## src/rtl/btn_pkg.sv

```systemverilog
// rtl/btn_pkg.sv - shared channel indices and paddle direction codes for btn_cond
package btn_pkg;

    localparam int BTN_P1_UP  = 0;
    localparam int BTN_P1_DN  = 1;
    localparam int BTN_P1_SRV = 2;
    localparam int BTN_P2_UP  = 3;
    localparam int BTN_P2_DN  = 4;
    localparam int BTN_P2_SRV = 5;

    localparam logic [1:0] DIR_NONE = 2'b00;
    localparam logic [1:0] DIR_UP   = 2'b01;
    localparam logic [1:0] DIR_DN   = 2'b11;

    // Opposing presses cancel so a player mashing both buttons holds still.
    function automatic logic [1:0] dir_code(input logic up, input logic dn);
        logic [1:0] code;
        code = DIR_NONE;
        if (up && !dn) begin
            code = DIR_UP;
        end else if (dn && !up) begin
            code = DIR_DN;
        end
        return code;
    endfunction

endpackage

```

## src/rtl/btn_debounce.sv

```systemverilog
// rtl/btn_debounce.sv - one button channel: 2-flop synchroniser, debounce counter, edge pulses
module btn_debounce #(
    parameter int DB_CYCLES = 65536,
    parameter int CNT_W     = 16
) (
    input  logic clk,
    input  logic rst,
    input  logic raw,
    output logic lvl,
    output logic rise,
    output logic fall
);

    localparam logic [CNT_W-1:0] CNT_MAX = CNT_W'(DB_CYCLES - 1);

    logic             sync_q1;
    logic             sync_q2;
    logic [CNT_W-1:0] cnt;

    always_ff @(posedge clk or posedge rst) begin
        if (rst) begin
            sync_q1 <= 1'b0;
            sync_q2 <= 1'b0;
            cnt     <= '0;
            lvl     <= 1'b0;
            rise    <= 1'b0;
            fall    <= 1'b0;
        end else begin
            sync_q1 <= raw;
            sync_q2 <= sync_q1;
            rise    <= 1'b0;
            fall    <= 1'b0;
            // Any sample agreeing with the accepted level restarts the count.
            if (sync_q2 == lvl) begin
                cnt <= '0;
            end else if (cnt == CNT_MAX) begin
                lvl  <= sync_q2;
                cnt  <= '0;
                rise <= sync_q2;
                fall <= ~sync_q2;
            end else begin
                cnt <= cnt + 1'b1;
            end
        end
    end

endmodule

```

## src/rtl/btn_cond.sv

```systemverilog
// rtl/btn_cond.sv - pong button conditioner: debounced levels, edge pulses, frame-latched dirs, serve requests
module btn_cond
    import btn_pkg::*;
#(
    parameter int N_BTN     = 6,
    parameter int DB_CYCLES = 65536,
    parameter int CNT_W     = 16
) (
    input  logic             clk,
    input  logic             rst,
    input  logic [N_BTN-1:0] btn_raw,
    input  logic             frame_stb,
    output logic [N_BTN-1:0] btn_lvl,
    output logic [N_BTN-1:0] btn_rise,
    output logic [N_BTN-1:0] btn_fall,
    output logic [1:0]       p1_dir,
    output logic [1:0]       p2_dir,
    output logic [1:0]       srv_pend,
    input  logic [1:0]       srv_ack
);

    for (genvar i = 0; i < N_BTN; i++) begin : g_ch
        btn_debounce #(
            .DB_CYCLES (DB_CYCLES),
            .CNT_W     (CNT_W)
        ) u_db (
            .clk  (clk),
            .rst  (rst),
            .raw  (btn_raw[i]),
            .lvl  (btn_lvl[i]),
            .rise (btn_rise[i]),
            .fall (btn_fall[i])
        );
    end

    logic [1:0] srv_rise;
    assign srv_rise = {btn_rise[BTN_P2_SRV], btn_rise[BTN_P1_SRV]};

    // Uses the registered btn_lvl, so a strobe on a level-change cycle sees the old level.
    always_ff @(posedge clk or posedge rst) begin
        if (rst) begin
            p1_dir <= DIR_NONE;
            p2_dir <= DIR_NONE;
        end else if (frame_stb) begin
            p1_dir <= dir_code(btn_lvl[BTN_P1_UP], btn_lvl[BTN_P1_DN]);
            p2_dir <= dir_code(btn_lvl[BTN_P2_UP], btn_lvl[BTN_P2_DN]);
        end
    end

    // A new press outranks a same-cycle ack so it is never dropped.
    always_ff @(posedge clk or posedge rst) begin
        if (rst) begin
            srv_pend <= 2'b00;
        end else begin
            srv_pend <= srv_rise | (srv_pend & ~srv_ack);
        end
    end

endmodule
```

## config.mk

```make
export PLATFORM = sky130hd
export DESIGN_NAME = btn_cond
export DESIGN_NICKNAME = d
export VERILOG_FILES = /design/src/rtl/btn_pkg.sv /design/src/rtl/btn_debounce.sv /design/src/rtl/btn_cond.sv
export SDC_FILE = /design/constraint.sdc
export NUM_CORES = 1
export LEC_CHECK = 0
export BUFFER_PORTS_ARGS = -buffer_cell sky130_fd_sc_hd__buf_2
export CORE_UTILIZATION = 40
export CTS_BUF_LIST = sky130_fd_sc_hd__clkbuf_4 sky130_fd_sc_hd__clkbuf_8 sky130_fd_sc_hd__clkbuf_16
export CTS_CLUSTER_DIAMETER = 200
export DETAILED_ROUTE_END_ITERATION = 8
export SYNTH_ARGS = -nofsm -noshare
export SYNTH_HDL_FRONTEND = slang
export SYNTH_SLANG_ARGS = --single-unit
```

## constraint.sdc

```tcl
create_clock -name clk -period 6.53 [get_ports clk]
set_input_delay 0.9795 -clock clk [delete_from_list [all_inputs] [get_ports clk]]
set_output_delay 0.9795 -clock clk [all_outputs]
set_load 0.03 [all_outputs]
```

# Word-level counts from Yosys, hierarchy flattened
# Cells that the tools add are included.
# word_totals
register_bits,132
latch_bits,0
ramBits,0
romBits,0
inputBits,11
output_inout_bits,24
elab_cells,126
memories,0
# classes
addsub,6
mul,0
div,0
magnitude_cmp,0
eq_ne,12
shifts,0
mux,40
bitwise,15
n_reduce_logical,14
# ops
cell,count
$mux W16,12
$add A16 B1 Y16 const B,6
$eq A16 B16 Y1 const B,6
$mux W1,24
$not A1 Y1,12
$reduce_and A2 Y1,6
$mux W2,4
$eq A1 B1 Y1,6
$logic_and A1 B1 Y1,4
$logic_not A1 Y1,4
$and A2 B2 Y2,1
$not A2 Y2,1
$or A2 B2 Y2,1

# Depth between registers and ports, before layout
# Gate-level depths: netlist of the first run.
# logic_depth
word_depth,4
mapped_depth,6
mapped_depth_nobuf,5

# Modules after synthesis
# A second synthesis of the first run with hierarchy kept.
# hier_totals
cells_unflattened,537
area_unflattened_um2,5944.5
# modules_own_cells
module,instances,cells_per_inst,area_each_um2,seq_area_each_um2
btn_debounce,6,86,948.4,525.5
btn_cond,1,21,254.0,150.1

# Worst setup path before layout of the first run
# No wires, ideal clock.
# synth_timing
path_type,reg-to-reg
start,register g_ch[5].u_db.cnt[0]
end,register g_ch[5].u_db.lvl
setup_ns,0.125
t_arrival_ns,1.613
required_ns,6.405
setup_slack_ns,4.792
path_stages_with_launch,5
n_path_buf,0
synth_period_minus_slack_ns,1.738
path_cell_list,dfrtp_1 > ha_1 > nand3_1 > or4_4 > mux2_4
# synth_between
elab_chain_len,2
# synth_rtl
item,line_no,rtl
start: declaration,btn_debounce.sv:18,logic [CNT_W-1:0] cnt;
start signal: assignment,btn_debounce.sv:42,cnt <= cnt + 1'b1;
$eq A16 B16 Y1,btn_debounce.sv:36,end else if (cnt == CNT_MAX) begin
$reduce_and A2 Y1 (no line),n/a,
end signal: assignment,btn_debounce.sv:37,lvl <= sync_q2;
end: declaration,btn_debounce.sv:9,"output logic lvl,"
# Every way passes these cells.
# A chain may end at the register's enable or synchronous reset.

# Worst setup path after layout of the first run
# layout_timing
start,register g_ch[4].u_db.lvl
end,output port btn_lvl[4]
# layout_lines
item,line_no,rtl
start: declaration,btn_debounce.sv:9,
start signal: assignment,btn_debounce.sv:37,
end: declaration,btn_cond.sv:13,"output logic [N_BTN-1:0] btn_lvl,"
# No word-level cell between the ends.

==> results of run 1 <==
==> area by class of cell <==
class / instances / share of cell area [%]
timing repair buffer: 35 / 2.592
tap: 184 / 3.358
sequential: 132 / 48.18
inverter: 28 / 1.570
clock buffer: 20 / 6.534
clock inverter: 12 / 2.008
multi-input combinational: 370 / 35.75
==> routing by layer <==
layer  vias to the layer above  part of all wire [%]  track usage, %
li1                       1896                     -               -
met1                      1856                    49           19.28
met2                        59                    45           22.15
met3                        19                   3.3           4.621
met4                         0                   2.1           7.174
met5                         -                     0               0
==> synthesized netlist by cell type (all sizes together) <==
library cell / instances / area share [%]
nand2b: 6 / 1.4
and3: 1 / 0.10
nor3b: 10 / 1.2
and4: 3 / 0.45
nand2: 20 / 1.2
mux2: 8 / 1.9
nor4: 16 / 1.7
o21ai: 1 / 0.082
or4: 6 / 1.1
ha: 8 / 1.7
or3: 1 / 0.10
dfrtp: 132 / 54
xor2: 12 / 1.7
nor3: 24 / 2.0
clkbuf: 1 / 0.062
xnor2: 77 / 11
a21o: 2 / 0.25
mux2i: 2 / 0.33
nand3: 29 / 2.8
a21oi: 1 / 0.082
nor2: 117 / 7.2
nand4: 26 / 4.0
inv: 28 / 1.7
buf: 24 / 3.3
==> metrics by stage <==
step	area, µm²	power (µW)	setup slack (ns)
finish	6855	1835	4.376
floorplan	6066	896.8	2.024
CTS	6855	1860	4.327
global route	6855	1906	4.241
detailed placement	6270	910.5	3.963
global placement	6270	906.2	4.049
==> registers in the layout, summed over array words and instances, names as in the netlist <==
register / flops
srv_pend: 2
p2_dir: 2
g_ch.u_db.rise: 6
g_ch.u_db.cnt: 96
p1_dir: 2
g_ch.u_db.fall: 6
g_ch.u_db.sync_q2: 6
g_ch.u_db.lvl: 6
g_ch.u_db.sync_q1: 6
==> report_power, final <==
part | switching, µW | total, µW | internal, µW
registers | 12.2 | 844 | 832
logic | 34.6 | 50.9 | 16.2
clock network | 336 | 941 | 605
==> worst max path at each step <==
stage / from / endpoint / slack, ns / cells past startpoint
after detailed placement: rst / p1_dir[1] / 3.96 / 3
after global routing: rst / g_ch[3].u_db.cnt[15] / 4.24 / 3
after floorplan: rst / g_ch[0].u_db.cnt[0] / 2.02 / 1
after global placement: rst / p1_dir[0] / 4.05 / 3
after CTS: g_ch[4].u_db.lvl / btn_lvl[4] / 4.33 / 1
final: g_ch[4].u_db.lvl / btn_lvl[4] / 4.38 / 1
==> logic make-up after synthesis <==
logic type	synth area share, %
simple gates	23.31
flops	54.46
fa+ha+maj	1.650
compound gates	0.4123
xor+xnor	12.85
buf+inv	5.136
mux	2.187
==> metrics.md, run 1 <==
| Metric | Value |
|---|---|
| Critical path cell sequence | buf_2 |
| Count of vias placed by the detailed router | 3,830 |
| First DRT Iteration DRCs | 223 |
| R2r worst-path depth | 4 |
| N_diodes | 0 |
| Die Footprint | 15,660 µm² |
| Final worst path period need | 2.154 ns |
| CP delay by family, top | flip-flops |
| Number of buffers between clock root and the deepest sink | 2 |
| R2R Setup Slk | 4.60 ns |
| Clock slew seen by the registers of the worst setup and hold paths | 0.05 ns |
| Antenna violations before repair | 0 |
| Launch point of the worst hold path | g_ch[1].u_db.sync_q1 |
| # setup viols final | 0 |
| Layout-stage area growth over the synthesis result | 13.02% |
| Critical Path Source Type | flop |
| Port-buffer cells | 34 |
| Vias in the first global route | 3,899 |
| Required time of the critical path | 5.55 ns |
| Number of register bits inferred by synthesis | 132 |
| Die extent in x | 125.1 µm |
| Height of the die | 125.1 µm |
| Number of nets in the layout | 603 |
| Final count of hold timing violations | 0 |
| Post-placement cell count | 749 |
| Final global-route overflow total | 0 |
| Most common cell after layout, fill and taps aside | sky130_fd_sc_hd__dfrtp_1 |
| Cells after Synth | 555 |
| Setup skew after layout | 0.007529 ns |
| Clock tree from TritonCTS | built |
| Min Hold Slack | 0.3512 ns |
| Number of levels in the clock H-tree | 4 |
| Leading cell types in the layout, fill and taps excluded | 132 x sky130_fd_sc_hd__dfrtp_1, 117 x sky130_fd_sc_hd__nor2_1, 77 x sky130_fd_sc_hd__xnor2_1 |
| CTS Root Buffer Type | sky130_fd_sc_hd__clkbuf_16 |
| # Max-Cap Violations | 0 |
| Initial Utilization | 41.42% |
| Worst Path Max Fanout | 6 |
| Clock insertion delay at the later pin of the skew report | 0.42 ns |
| Final core area utilization | 46.81% |
| Non-filler instance count after layout | 781 |
| Setup TNS Final | 0 ns |
| Result of the run | completed |
| Critical Path Sink Type | output port |
| Total wirelength of the detailed-routed design | 10,120 µm |
| Worst rel slew slack | 28.86% |
| Largest vdd supply drop | 0.2236 mV |
| Maximum operating frequency | 464.2 MHz |
| Number of buffers and inverters on the critical path | 1 |
| Leakage dissipation | 0.003009 µW |
| Post-Synthesis Mean Instance Area | 10.93 µm² |
| Std cell rows | 44 |
| Share of the clock period used by the worst path after layout | 32.99% |
| Placer's final routability congestion estimate | 0.7086 |
| Count of nets left with antenna violations after detail routing | 0 |
| Hold Path Class | flop to flop |
| Library cells used by synthesis | 30 |
| Max Slew Vio Count | 0 |
| Hold_buf cts | 0 |
| PD cells | 267.7 nW/µm² |
| Total routing usage reported by global routing | 14.72% |
| Transition time at the pin with the least slew margin | 1.067 ns |
| Worst hold endpoint | g_ch[1].u_db.sync_q2 |
| Worst-path cell with the longest stage delay | sky130_fd_sc_hd__dfrtp_1 |
| Number of buffers added by the clock tree synthesis step | 17 |
| Ports placed on the boundary | 35 |
| Area of the multi-input gates | 2451 µm² |
| Post-DP HPWL | 6419 µm |
| Reg2reg start | g_ch[5].u_db.cnt[0] |
| Post-synthesis instance area | 6066 µm² |
| Warning count from the yosys run | 0 |
| Num Clock Sinks | 132 |
| Vias per inst | 4.904 |
| Routed wirelength normalized by instance count | 12.95 µm |
| Start-to-end type of the worst setup path | flop to output port |
| Hold Path Cell Cnt | 0 |
| Gates resized, CTS repair | 0 |
| Length of the first detailed-routing pass in iterations | 6 |
| Number of inserted filler cells in the final layout | 1,338 |
| Maximum number of pins on one net before global-route repair | 88 |
| Part of the Yosys area used for sequential elements | 54.46% |
| Core region area | 14,640 µm² |
| Fraction of layout cells with a size suffix above 1 | 16.75% |
| Global-route wire length before repair | 18,200 µm |
| Post-CTS setup-driven buffer insertion count | 0 |
| DRC errors left | 0 |
| R2R Path End | g_ch[5].u_db.lvl |
| Data arrival at the endpoint of the critical path | 1.17 ns |
| Unrepaired setup endpoints after global routing | false |
| Max incr delay on CP | 0.50 ns |
| Sequential cell area | 3303 µm² |
| Number of nets produced by synthesis | 574 |
No activity file was read; power rests on OpenSTA's default activity.
==> run 2: changes to the inputs <==
Settings changed: ABC_AREA from default to 1.
Clock period 6.53 ns to 2 ns, I/O delays scaled along.
==> run 2 against run 1 <==
- cell area is 8.7% higher
- final cell count is 32% higher
- synthesized cell count is 36% higher
- clock skew is 0.0018 ns lower
- synthesized area is 5.6% higher
- non-clock buffer count is 15 higher
- utilization is 1.5 points higher
- register-to-register slack worse by 4.0 ns
- die area is 5.5% higher
- global-route usage is 1.5 points higher
- wire length is 15% higher
- flip-flop and latch count stayed put
- critical path type is now flop to flop
- critical endpoint is now g_ch[1].u_db.cnt[5]
- largest power group unchanged
==> metrics.md, run 2 <==
| Metric | Value |
|---|---|
| Required time of the critical path | 2.30 ns |
| Setup TNS Final | 0 ns |
| Worst Path Max Fanout | 8 |
| Min Hold Slack | 0.05562 ns |
| Height of the die | 128.6 µm |
| Ranking of synthesized cells by instance count | 175 x sky130_fd_sc_hd__nor2_1, 145 x sky130_fd_sc_hd__nand2_1, 132 x sky130_fd_sc_hd__dfrtp_1 |
| Critical Path Source Type | flop |
| R2R Setup Slk | 0.57 ns |
| Antenna violations before repair | 0 |
| Start-to-end type of the worst setup path | flop to flop |
| Number of register bits inferred by synthesis | 132 |
| Unrepaired setup endpoints after global routing | false |
| GR Util met1 | 21.84% |
| Number of nets in the layout | 823 |
| Final design area excluding fillers | 7453 µm² |
| DRC errors left | 0 |
| DP Worst Slack | 0.5665 ns |
| Number of levels in the clock H-tree | 4 |
| Reg2reg start | g_ch[1].u_db.cnt[0] |
| Endpoint of the most critical setup path | g_ch[1].u_db.cnt[5] |
| Length of the first detailed-routing pass in iterations | 4 |
| Setup skew after layout | 0.005735 ns |
| Result of the run | completed |
| R2R Path End | g_ch[1].u_db.cnt[5] |
| Number of buffers between clock root and the deepest sink | 2 |
| Maximum number of pins on one net before global-route repair | 34 |
| Slack of the critical path | 0.5666 ns |
| Part of the Yosys area used for sequential elements | 51.55% |
| Share of the clock period used by the worst path after layout | 71.67% |
| Layout-stage area growth over the synthesis result | 16.32% |
| Fraction of layout cells with a size suffix above 1 | 15.06% |
| Leading cell types in the layout, fill and taps excluded | 175 x sky130_fd_sc_hd__nor2_1, 145 x sky130_fd_sc_hd__nand2_1, 132 x sky130_fd_sc_hd__dfrtp_1 |
| PD cells | 817.9 nW/µm² |
| Largest vdd supply drop | 0.6266 mV |
| Total routing usage reported by global routing | 16.19% |
| Transition time at the pin with the least slew margin | 0.4090 ns |
| Routed wirelength normalized by instance count | 11.31 µm |
| Std cell rows | 45 |
| Main area contributors after synthesis | sky130_fd_sc_hd__dfrtp_1 52%, sky130_fd_sc_hd__nor2_1 10%, sky130_fd_sc_hd__nand2_1 8.5%, sky130_fd_sc_hd__inv_1 4.4%, sky130_fd_sc_hd__nand3_1 3.2% |
| Worst rel slew slack | 72.73% |
| Total wirelength of the detailed-routed design | 11,620 µm |
| Yosys top cell area share | 51.55% |
| Final worst path period need | 1.433 ns |
| Fraction of registers with async set/reset | 100.0% |
| Largest register FFs | 96 |
| Clock slew seen by the registers of the worst setup and hold paths | 0.06 ns |
| Number of nets produced by synthesis | 772 |
| Maximum operating frequency | 697.6 MHz |
| Leakage dissipation | 0.003406 µW |
| Data arrival at the endpoint of the critical path | 1.74 ns |
| Launch point of the worst hold path | srv_ack[0] |
| Hold Path Class | primary input to flop |
| Busiest layer in global routing | met2 |
| Final count of hold timing violations | 0 |
| Placer's final routability congestion estimate | 0.7969 |
| Number of inserted filler cells in the final layout | 1,498 |
| Warning count from the yosys run | 0 |
| Most common cell after layout, fill and taps aside | sky130_fd_sc_hd__nor2_1 |
| Routing usage on met3 | 4.200% |
| Vias in the first global route | 4,488 |
| First DRT Iteration DRCs | 252 |
| Post-synthesis instance area | 6407 µm² |
| Port-buffer cells | 34 |
| Max Slew Vio Count | 0 |
| Cell Area, Placed | 6778 µm² |
| Post-CTS setup-driven buffer insertion count | 0 |
| Post-DP HPWL | 8431 µm |
| Global routing met2 resource utilization | 24.39% |
| # Max-Cap Violations | 0 |
| Final core area utilization | 48.31% |
| Initial Utilization | 41.53% |
| Library cell with the highest instance count after synthesis | sky130_fd_sc_hd__nor2_1 |
| Core region area | 15,430 µm² |
| Number of enable-type register cells in the synthesized netlist | 0 |
| Largest reg by FF count | g_ch.u_db.cnt |
| Ports placed on the boundary | 35 |
| Num Clock Sinks | 132 |
| Count of nets left with antenna violations after detail routing | 0 |
| Setup crit start | g_ch[1].u_db.cnt[0] |
| Count of vias placed by the detailed router | 4,683 |
| Final global-route overflow total | 0 |
| Clock insertion delay at the later pin of the skew report | 0.42 ns |
| Top_reg_cell synth | sky130_fd_sc_hd__dfrtp_1 |
| Die Footprint | 16,530 µm² |
| Post-Synthesis Mean Instance Area | 8.509 µm² |
| Cells after Synth | 753 |
| CTS Root Buffer Type | sky130_fd_sc_hd__clkbuf_16 |
| Vias per inst | 4.555 |
| Clock tree from TritonCTS | built |
| Number of buffers added by the clock tree synthesis step | 17 |
| N_diodes | 0 |
| # setup viols final | 0 |
| Die extent in x | 128.6 µm |
| Critical Path Sink Type | flop |
| R2r worst-path depth | 8 |
| Library cells used by synthesis | 29 |
| Cell type with the highest aggregate area in the netlist | sky130_fd_sc_hd__dfrtp_1 |
| Global-route wire length before repair | 20,880 µm |
-- run 2: kinds of logic (layout without fill, tap and decap cells) --
group	count (synthesis)	count (layout)	synth area share, %
AO/OA/AOI/OAI	45	45	3.691
XOR/XNOR	41	41	5.604
flip-flops	132	132	51.55
adder cells (fa/ha/maj)	8	8	1.562
AND/OR/NAND/NOR	431	431	30.91
buffers and inverters	96	160	6.678
-- run 2: area by class of cell --
type,count,area [µm²],area share (%)
multi-input combinational,525,2676,35.91
tap,211,264.0,3.542
clock buffer,19,446.7,5.993
clock inverter,13,158.9,2.132
inverter,78,296.5,3.979
sequential,132,3303,44.32
timing repair buffer,50,307.8,4.130
-- run 2: critical path: stages, from the launching register on --
cell	delay (ns)
sky130_fd_sc_hd__dfrtp_1	0.37
sky130_fd_sc_hd__ha_1	0.19
sky130_fd_sc_hd__nand3_1	0.12
sky130_fd_sc_hd__inv_1	0.14
sky130_fd_sc_hd__nand2_2	0.10
sky130_fd_sc_hd__nor2_4	0.12
sky130_fd_sc_hd__nand2_4	0.10
sky130_fd_sc_hd__nand2_4	0.12
sky130_fd_sc_hd__nor2_1	0.06
-- run 2: routing by layer --
metal  vias to the layer above  part of all wire, %
met5                         -                    0
met4                         0                  1.3
met3                        12                  3.2
met2                        62                   44
met1                      2154                   52
li1                       2455                    -
-- run 2: metrics by stage --
stage / power, µW / std cells
detailed placement: 2993 / 989
floorplan: 2924 / 753
CTS: 6183 / 1028
finish: 6096 / 1028
global route: 6342 / 1028
global placement: 2992 / 989
-- run 2: report_power, final --
group	total [µW]	leakage, µW	internal, µW	switching, µW
clock	3150	0.000292	2000	1150
sequential	2750	0.00180	2710	31.4
combinational	204	0.00131	68.6	135
total	6100	0.00341	4780	1310
-- run 2: worst min path at each step --
| stage | to | slack [ns] | cells after the start |
|---|---|---|---|
| detailed placement | g_ch[4].u_db.cnt[3] | 0.24 | 2 |
| CTS | srv_pend[0] | 0.04 | 2 |
| finish | srv_pend[0] | 0.06 | 2 |
| floorplan | g_ch[0].u_db.sync_q2 | 0.33 | 0 |
| global route | srv_pend[1] | 0.05 | 2 |
| global placement | g_ch[4].u_db.cnt[3] | 0.23 | 2 |
-- run 2: timing repair --
action,in CTS,in global routing
hold buffers,7,0
endpoints found under the hold margin,10,0
resized for setup,0,0
==> run 3: changes to the inputs <==
Clock period 2 ns to 1.34 ns, I/O delays scaled along.
==> run 3 against run 2 <==
- cell area rose by 10%
- first-iteration DRC count did not move
- highest routed layer unchanged
- combinational power rose by 110%
- via count rose by 4.8%
- global-route usage rose by 0.37 points
- wire length rose by 7.6%
- critical path type unchanged
- maximum frequency rose by 7.4%
- flip-flop and latch count did not move
==> metrics.md, run 3 (synthesis results as in run 2) <==
| Metric | Value |
|---|---|
| Critical path cell sequence | ha_4 > nand2_4 > nor2_4 > nand2_2 > nor2_4 > nand2_4 > nand2_8 > nor2_1 |
| Power share of the clock group | 53.4% |
| Min Hold Slack | 0.3520 ns |
| Total wirelength of the detailed-routed design | 12,510 µm |
| Share of the clock period used by the worst path after layout | 99.62% |
| Slack of the critical path | 0.005087 ns |
| Switching part of the total | 21.74% |
| Vias per inst | 4.568 |
| Clock tree from TritonCTS | built |
| Antenna violations before repair | 0 |
| Count of vias placed by the detailed router | 4,906 |
| Layout-stage area growth over the synthesis result | 27.98% |
| Vias in the first global route | 4,676 |
| Max Slew Vio Count | 0 |
| Critical Path Sink Type | flop |
| Initial Utilization | 41.53% |
| Largest reg by FF count | g_ch.u_db.cnt |
| Number of buffers and inverters on the critical path | 0 |
| Transition time at the pin with the least slew margin | 0.3594 ns |
| Required time of the critical path | 1.64 ns |
| N_diodes | 0 |
| Clock insertion delay at the later pin of the skew report | 0.42 ns |
| R2R Setup Slk | 0.005 ns |
| CP delay by family, top | simple AND/OR/NAND/NOR gates |
| Most common cell after layout, fill and taps aside | sky130_fd_sc_hd__nor2_1 |
| Sequential group share of total power | 42.3% |
| Final worst path period need | 1.335 ns |
| Number of nets in the layout | 869 |
| Busiest layer in global routing | met2 |
| Worst rel slew slack | 76.04% |
| Core region area | 15,430 µm² |
| Final core area utilization | 53.15% |
| Leakage dissipation | 0.003726 µW |
| DP Worst Slack | -0.02501 ns |
| Power spent charging and discharging nets | 2112 µW |
| Internal power summed over all cells | 7602 µW |
| Fraction of layout cells with a size suffix above 1 | 26.30% |
| PD cells | 1184 nW/µm² |
| Ports placed on the boundary | 35 |
| GR Util met1 | 22.45% |
| Height of the die | 128.6 µm |
| Worst-path cell with the longest stage delay | sky130_fd_sc_hd__dfrtp_1 |
| Combinational fraction of design power | 4.3% |
| DRC errors left | 0 |
| Max incr delay on CP | 0.40 ns |
| Num Clock Sinks | 132 |
| Largest vdd supply drop | 0.8715 mV |
| Global-route wire length before repair | 21,290 µm |
| Global routing met2 resource utilization | 25.41% |
| Clock slew seen by the registers of the worst setup and hold paths | 0.06 ns |
| Final global-route overflow total | 0 |
| # setup viols final | 0 |
| Leading cell types in the layout, fill and taps excluded | 150 x sky130_fd_sc_hd__nor2_1, 139 x sky130_fd_sc_hd__nand2_1, 128 x sky130_fd_sc_hd__dfrtp_1 |
| Die Footprint | 16,530 µm² |
| Placer's final routability congestion estimate | 0.8092 |
| Data arrival at the endpoint of the critical path | 1.64 ns |
| Hold Path Cell Cnt | 0 |
| Hold Path Class | flop to flop |
| Number of buffers between clock root and the deepest sink | 2 |
| Port-buffer cells | 34 |
| Maximum number of pins on one net before global-route repair | 68 |
| Number of levels in the clock H-tree | 4 |
| # Max-Cap Violations | 0 |
| Number of logic stages on the critical path including buffering | 8 |
| Post-DP HPWL | 8290 µm |
| Count of nets left with antenna violations after detail routing | 0 |
| Routed wirelength normalized by instance count | 11.64 µm |
| Setup skew after layout | 0.006974 ns |
| Start-to-end type of the worst setup path | flop to flop |
| Number of buffers added by the clock tree synthesis step | 17 |
| CTS Root Buffer Type | sky130_fd_sc_hd__clkbuf_16 |
| R2r worst-path depth | 8 |
| Length of the first detailed-routing pass in iterations | 4 |
| Final total power | 9713 µW |
| Maximum operating frequency | 749.1 MHz |
| Die extent in x | 128.6 µm |
| Worst Path Max Fanout | 8 |
| Critical Path Source Type | flop |
| First DRT Iteration DRCs | 252 |
| Std cell rows | 45 |
| Number of inserted filler cells in the final layout | 1,435 |
| Routing usage on met3 | 4.449% |
| Largest register FFs | 96 |
| Unrepaired setup endpoints after global routing | true |
| Result of the run | completed |
| Total routing usage reported by global routing | 16.56% |
| Final count of hold timing violations | 0 |
[run 3: changes by cell type in the layout (fill, tap and decap cells not counted), moves of 5 or more]
| cell | change |
|---|---|
| sky130_fd_sc_hd__nor2_2 | +20 |
| sky130_fd_sc_hd__nor2_1 | -25 |
| sky130_fd_sc_hd__inv_1 | -10 |
| sky130_fd_sc_hd__nand3_1 | -9 |
| sky130_fd_sc_hd__buf_4 | +38 |
| sky130_fd_sc_hd__nand3_2 | +6 |
| sky130_fd_sc_hd__inv_2 | +7 |
| sky130_fd_sc_hd__nor2_4 | +5 |
| sky130_fd_sc_hd__ha_1 | -6 |
| sky130_fd_sc_hd__nand2_1 | -6 |
[run 3: what timing repair did]
| action | 4_1_cts | 5_1_grt |
|---|---|---|
| gates cloned | 0 | 1 |
| hold endpoints to repair | 142 | 0 |
| resized for setup | 11 | 77 |
| pin swaps | 1 | 25 |
| hold buffers | 10 | 0 |
| setup buffers | 1 | 15 |
| setup endpoints to repair | 36 | 88 |
[run 3: path summary, 6_finish.rpt]
check | startpoint | endpoint
min in group asynchronous | rst | g_ch[4].u_db.sync_q1
min | g_ch[4].u_db.sync_q1 | g_ch[4].u_db.sync_q2
min reg2reg | g_ch[4].u_db.sync_q1 | g_ch[4].u_db.sync_q2
max in group asynchronous | rst | g_ch[0].u_db.cnt[2]
max | g_ch[5].u_db.cnt[1] | g_ch[5].u_db.cnt[13]
max reg2reg | g_ch[5].u_db.cnt[1] | g_ch[5].u_db.cnt[13]
[run 3: cell type report]
class / instances / area, µm² / area share, %
flip-flops and latches: 132 / 3308 / 40.34
inverters: 78 / 304.0 / 3.708
clock buffers: 18 / 439.2 / 5.356
clock inverters: 14 / 225.2 / 2.746
multi-input cells: 526 / 2968 / 36.19
repair buffers: 95 / 691.9 / 8.438
well taps: 211 / 264.0 / 3.219
[run 3: layer usage]
metal | up-vias | share of wire, %
li1 | 2555 | -
met1 | 2269 | 50
met2 | 72 | 46
met3 | 10 | 3.3
met4 | 0 | 1.1
met5 | - | 0
[run 3: power by group through the flow]
stage	clock network (µW)	logic [µW]	registers, µW
after floorplan	0	207	4160
after detailed placement	0	345	4160
final	5190	419	4110
after global routing	5500	485	4110
after CTS	5330	377	4090
after global placement	0	342	4160
[run 3: metrics by stage]
stage / std cells / TNS [ns] / cell area, µm²
finish: 1074 / 0 / 8200
global route: 1074 / -2.026 / 8200
CTS: 1058 / 0 / 7812
detailed placement: 1015 / -0.2102 / 6998
global placement: 1015 / -0.03181 / 6998
floorplan: 753 / -65.76 / 6411
